$ cat src/rtl/codec2_pkg.sv
// Shared constants, FSM encoding and sign-magnitude field layout
// for the speech_to_uq_lsps front end (hanning window, autocorrelation).
package codec2_pkg;

    localparam int N    = 32;
    localparam int Q    = 16;
    localparam int NSAM = 320;

    localparam int SIGN_BIT = N - 1;
    localparam int MAG_MSB  = N - 2;

    localparam logic [3:0] ST_IDLE   = 4'd0;
    localparam logic [3:0] ST_INIT   = 4'd1;
    localparam logic [3:0] ST_ACCEPT = 4'd2;
    localparam logic [3:0] ST_MULT   = 4'd3;
    localparam logic [3:0] ST_WRITE  = 4'd4;
    localparam logic [3:0] ST_INCR   = 4'd5;
    localparam logic [3:0] ST_DONE   = 4'd6;

    typedef enum logic [3:0] {
        IDLE   = ST_IDLE,
        INIT   = ST_INIT,
        ACCEPT = ST_ACCEPT,
        MULT   = ST_MULT,
        WRITE  = ST_WRITE,
        INCR   = ST_INCR,
        DONE   = ST_DONE
    } state_t;

endpackage

$ cat src/rtl/sm_qmult_sat.sv
// Combinational sign-magnitude Q-format multiply.
// WINDOW_SATURATE_EN: clamp magnitude on overflow instead of truncating.
module sm_qmult_sat #(
    parameter int N = codec2_pkg::N,
    parameter int Q = codec2_pkg::Q
) (
    input  logic [N-1:0] a,
    input  logic [N-1:0] b,
    output logic [N-1:0] y
);

    localparam int PW = 2 * (N - 1);

    logic [PW-1:0] full;
    logic [N-2:0]  mag;
    logic          sgn;
    logic          unused_bits;

    // full-width magnitude product
    assign full = PW'(a[N-2:0]) * PW'(b[N-2:0]);

`ifdef WINDOW_SATURATE_EN
    logic ovf;

    // any bit above the kept window forces full-scale magnitude
    assign ovf         = |full[PW-1:N-1+Q];
    assign mag         = ovf ? '1 : full[N-2+Q:Q];
    assign unused_bits = ^full[Q-1:0];
`else
    // upper bits dropped, same as qmult
    assign mag         = full[N-2+Q:Q];
    assign unused_bits = ^{full[PW-1:N-1+Q], full[Q-1:0]};
`endif

    // a zero magnitude always leaves as +0
    assign sgn = (a[N-1] ^ b[N-1]) & (|mag);
    assign y   = {sgn, mag};

endmodule

$ cat src/rtl/hanning_window_sn.sv
// Windows one speech frame and writes it into the Sn RAM.
// Build option WINDOW_SATURATE_EN selects saturating multiply.
module hanning_window_sn #(
    parameter int N    = codec2_pkg::N,
    parameter int Q    = codec2_pkg::Q,
    parameter int NSAM = codec2_pkg::NSAM
) (
    input  logic         clk,
    input  logic         rst,
    input  logic         startwn,
    input  logic         in_valid,
    input  logic [N-1:0] in_sample,
    output logic         in_ready,
    output logic [8:0]   win_addr,
    input  logic [N-1:0] win_data,
    output logic [8:0]   sn_addr,
    output logic [N-1:0] sn_wdata,
    output logic         sn_wren,
    output logic         donewn
);

    import codec2_pkg::*;

    localparam logic [8:0] LAST = 9'(NSAM - 1);

    state_t       state;
    logic [8:0]   i;
    logic [N-1:0] x;
    logic [N-1:0] p;
    logic [N-1:0] prod;

    sm_qmult_sat #(
        .N(N),
        .Q(Q)
    ) u_mult (
        .a(x),
        .b(win_data),
        .y(prod)
    );

    // ready is a pure state decode so reset clears it at once
    assign in_ready = (state == ACCEPT);

    // frame sequencer: accept, multiply, write, advance
    always_ff @(posedge clk or negedge rst) begin
        if (!rst) begin
            state    <= IDLE;
            i        <= '0;
            x        <= '0;
            p        <= '0;
            win_addr <= '0;
            sn_addr  <= '0;
            sn_wdata <= '0;
            sn_wren  <= 1'b0;
            donewn   <= 1'b0;
        end else begin
            unique case (state)
                IDLE: begin
                    if (startwn) state <= INIT;
                end
                INIT: begin
                    i        <= '0;
                    win_addr <= '0;
                    donewn   <= 1'b0;
                    state    <= ACCEPT;
                end
                ACCEPT: begin
                    if (in_valid) begin
                        x     <= in_sample;
                        state <= MULT;
                    end
                end
                MULT: begin
                    p     <= prod;
                    state <= WRITE;
                end
                WRITE: begin
                    sn_addr  <= i;
                    sn_wdata <= p;
                    sn_wren  <= 1'b1;
                    state    <= INCR;
                end
                INCR: begin
                    sn_wren <= 1'b0;
                    if (i == LAST) begin
                        state <= DONE;
                    end else begin
                        i        <= i + 9'd1;
                        win_addr <= i + 9'd1;
                        state    <= ACCEPT;
                    end
                end
                DONE: begin
                    donewn <= 1'b1;
                    if (!startwn) state <= IDLE;
                end
                default: state <= IDLE;
            endcase
        end
    end

endmodule

$ cat config.mk
export PLATFORM = sky130hd
export DESIGN_NAME = hanning_window_sn
export DESIGN_NICKNAME = d
export VERILOG_FILES = /design/src/rtl/codec2_pkg.sv /design/src/rtl/sm_qmult_sat.sv /design/src/rtl/hanning_window_sn.sv
export SDC_FILE = /design/constraint.sdc
export NUM_CORES = 2
export LEC_CHECK = 0
export CORE_ASPECT_RATIO = 1.5
export CORE_MARGIN = 5
export CORE_UTILIZATION = 65
export DETAILED_ROUTE_END_ITERATION = 12
export PLACE_DENSITY = 0.95
export SKIP_LAST_GASP = 1
export SYNTH_ARGS = -nofsm -noshare
export SYNTH_HDL_FRONTEND = slang
export SYNTH_SLANG_ARGS = --single-unit
$ cat constraint.sdc
create_clock -name clk -period 17.4 [get_ports clk]
set_clock_uncertainty 0.2 [all_clocks]
set_input_delay 3.48 -clock clk [delete_from_list [all_inputs] [get_ports clk]]
set_output_delay 3.48 -clock clk [all_outputs]
set_load 0.01 [all_outputs]
==> impl_results.md <==
- Num CTS Buffers: 17
- Cell Rows: about 100
- Initial DRC count: 2322
- Worst-margin pin slew: 1.420 ns
- Unrepaired setup endpoints after global routing: false
- Antenna-violating nets left: 0
- H-tree lvl count: 4
- Critical Path Max Stage Delay: 1.17 ns
- Filler cell count: 3022
- Crit path from: win_data[10]
- Fin crit share: slightly below 80%
- All-Layer GR Usage: 36.97%
- Hold Crit Endpoint: p[2]
- CORE AREA: 47580 sq um
- Crit start category: input port
- Worst-Skew Late Latency: approximately 0.48 ns
- Setup slack, reg-to-reg: 6.97 ns
- CTS tree: done
- Setup repair bufs after CTS: 0
- Final Wtd Congestion: 1.061
- 1st-pass router iterations: 8
- Final net count: about 4300
- Most frequent cells in the layout: fa_1, inv_1, nand2_1, and2_1, ha_1
- Synth Area in Compound Gates: between 3 and 4%
- Vias per inst: 6.238
- Die Y: 278.4 microns
- Yosys reg bits: 119
- Largest net degree at the start of global routing: 63
- Max Clock Freq: 73.00 MHz
- DP HPWL: ~72 mm
- Most common cell after layout, fill and taps aside: fa_1
- Crit path max fanout: 32
- Max-cap viol count: 0
- WS Path Type: in -> reg
- First-pass GRT wire length: 148.6 mm
- Overflow after GRT: 0
- Area of the multi-input gates: 24810 sq um
- # IOs: 121
- R2R depth: 24
- Ys Warns: 0
- Worst hold path class: reg -> reg
- Min Tclk post-route: 13.70 ns
- DR vias: 24520
- Share of layout cells above drive strength 1: 5.803%
- Final number of max-transition violations: 0
- Clock transition at the registers of the reported paths: about 0.07 ns
- CTS Root Cell: clkbuf_16
- Antenna violations before repair: 1
- Setup_tns: 0 ns
- Routed len/inst: between 20 and 25 microns
- Die area: approximately 53000 sq um
- Number of synthesized flops with an enable pin: 0
- Simple-Gate Fraction of Synth Area: between 10% and 20%
- Async SR Flop Fraction: 100.0%
- Slew HR: 5.020%
- IO buf count: 120
- Die X: 188.9 microns
- Synth Area per Inst: 9.434 sq um
- Hold Vio Cnt, Final: 0
- FF-to-FF Start: x[12]
- Initial core utilization: 65.60%
- Status: finished, violations left
- Netlist cell types: 76
- Post-CTS sizing: 0
- Synth Instances: 3308
- Reg2reg end: p[31]
- Hold-fix buffers, CTS: 0
- Routed WL: between 90 and 100 mm
- Data required, critical path: 17.53 ns
- Synth Area in XOR/XNOR: 1.736%
- Register Area: ~3000 sq um
- Layout area overhead: 7.197%
- Critical hold path startpoint: p[2]
- Most frequent CP cell: fa_1
- CTS max path bufs: 2
- Largest family of logic cells by synthesized area: adder cells
- Drt drc: 2
- Violations in the final reports: design-rule violations
- Sink Count: between 100 and 150
- Post-synthesis mux area share: 2.766%
- Setup Viol. Count Final: 0
- Setup crit end kind: register
- Adder-cell share of the synthesized area: between 50% and 60%
- Syn_nets: about 4300
- Vias in the first global route: 28290
- Sequential fraction of the synthesis area: a little under a tenth
- Post-Syn Area: 31210 sq um
- Critical Path AT: 13.83 ns
- Dominant synthesized flop cell: dfrtp_1
- Slowest CP cell: clkdlybuf4s50_1
- Hold-critical path depth: 2
synth_stat cells, types with 16 or more instances:
library cell | count | share of area [%]
a21o_1 | 16 | 0.38
a21oi_1 | 36 | 0.58
dfrtp_1 | 119 | 9.5
o21ai_0 | 32 | 0.51
nand2_1 | 519 | 6.2
inv_1 | 705 | 8.5
fa_1 | 734 | 47
nor2_1 | 42 | 0.51
xor2_1 | 21 | 0.59
xnor2_1 | 39 | 1.1
and2_1 | 431 | 8.6
mux2_2 | 74 | 2.7
clkbuf_1 | 179 | 2.2
ha_1 | 170 | 6.8
worst max-delay path: cells and delay by family:
| kind | cells | cell delay (ns) |
|---|---|---|
| adder cells (fa/ha/maj) | 9 | 4.50 |
| AND/OR/NAND/NOR | 7 | 2.19 |
| AO/OA/AOI/OAI | 4 | 2.01 |
| buffers and inverters | 5 | 1.43 |
| XOR/XNOR | 1 | 0.23 |
how the worst max path moves through the flow:
stage                       end  slack (ns)
after floorplan           p[31]        6.33
after global placement    p[31]        3.70
after detailed placement  p[31]        3.51
after CTS                 p[31]        3.99
after global routing      p[31]        3.58
final                     p[31]        3.70
stage by stage:
| stage | std cells | cell area, sq um | util, % | hold WS (ns) | setup WS (ns) |
|---|---|---|---|---|---|
| 2_1_floorplan | 3308 | 31210 | - | 0.2376 | 6.331 |
| 3_3_place_gp | 3894 | 32810 | 68.96 | 0.2557 | 3.697 |
| 3_5_place_dp | 3894 | 32810 | 68.96 | 0.2605 | 3.514 |
| 4_1_cts | 3926 | 33440 | 70.29 | 0.2764 | 3.994 |
| 5_1_grt | 3927 | 33440 | 70.30 | 0.3172 | 3.584 |
| 6_report | 3931 | 33450 | 70.32 | 0.2726 | 3.701 |
logic make-up after synthesis:
family	after synthesis
and+or+nand+nor	1080
adders and majority gates	904
buffers and inverters	895
AOI/OAI and AO/OA	172
DFF	119
muxes	77
xor gates and xnor gates	61
sequential cells by signal, summed over array words and instances (netlist names):
name	flops
donewn	1
sn_addr	9
x	32
state	3
p	32
sn_wren	1
i	9
sn_wdata	32
layer usage:
layer | up-vias | GRT usage [%] | wire, microns
met1 | 12060 | 37.40 | 26860
met2 | 1939 | 62.21 | 46330
met5 | - | 0 | 0
met3 | 817 | 8.783 | 9420
li1 | 9702 | - | -
met4 | 0 | 34.47 | 11170
layout make-up:
| class | count | area share [%] |
|---|---|---|
| Inverter | 705 | 7.910 |
| Multi-Input combinational cell | 2294 | 74.17 |
| Tap cell | 600 | 2.244 |
| Sequential cell | 119 | 8.902 |
| Timing Repair Buffer | 176 | 4.851 |
| Clock buffer | 17 | 1.272 |
| Clock inverter | 15 | 0.6171 |
| Antenna cell | 5 | 0.03740 |
Power is not shown: default switching activity piles up to over one toggle a cycle in this logic, so the estimate is an artifact.
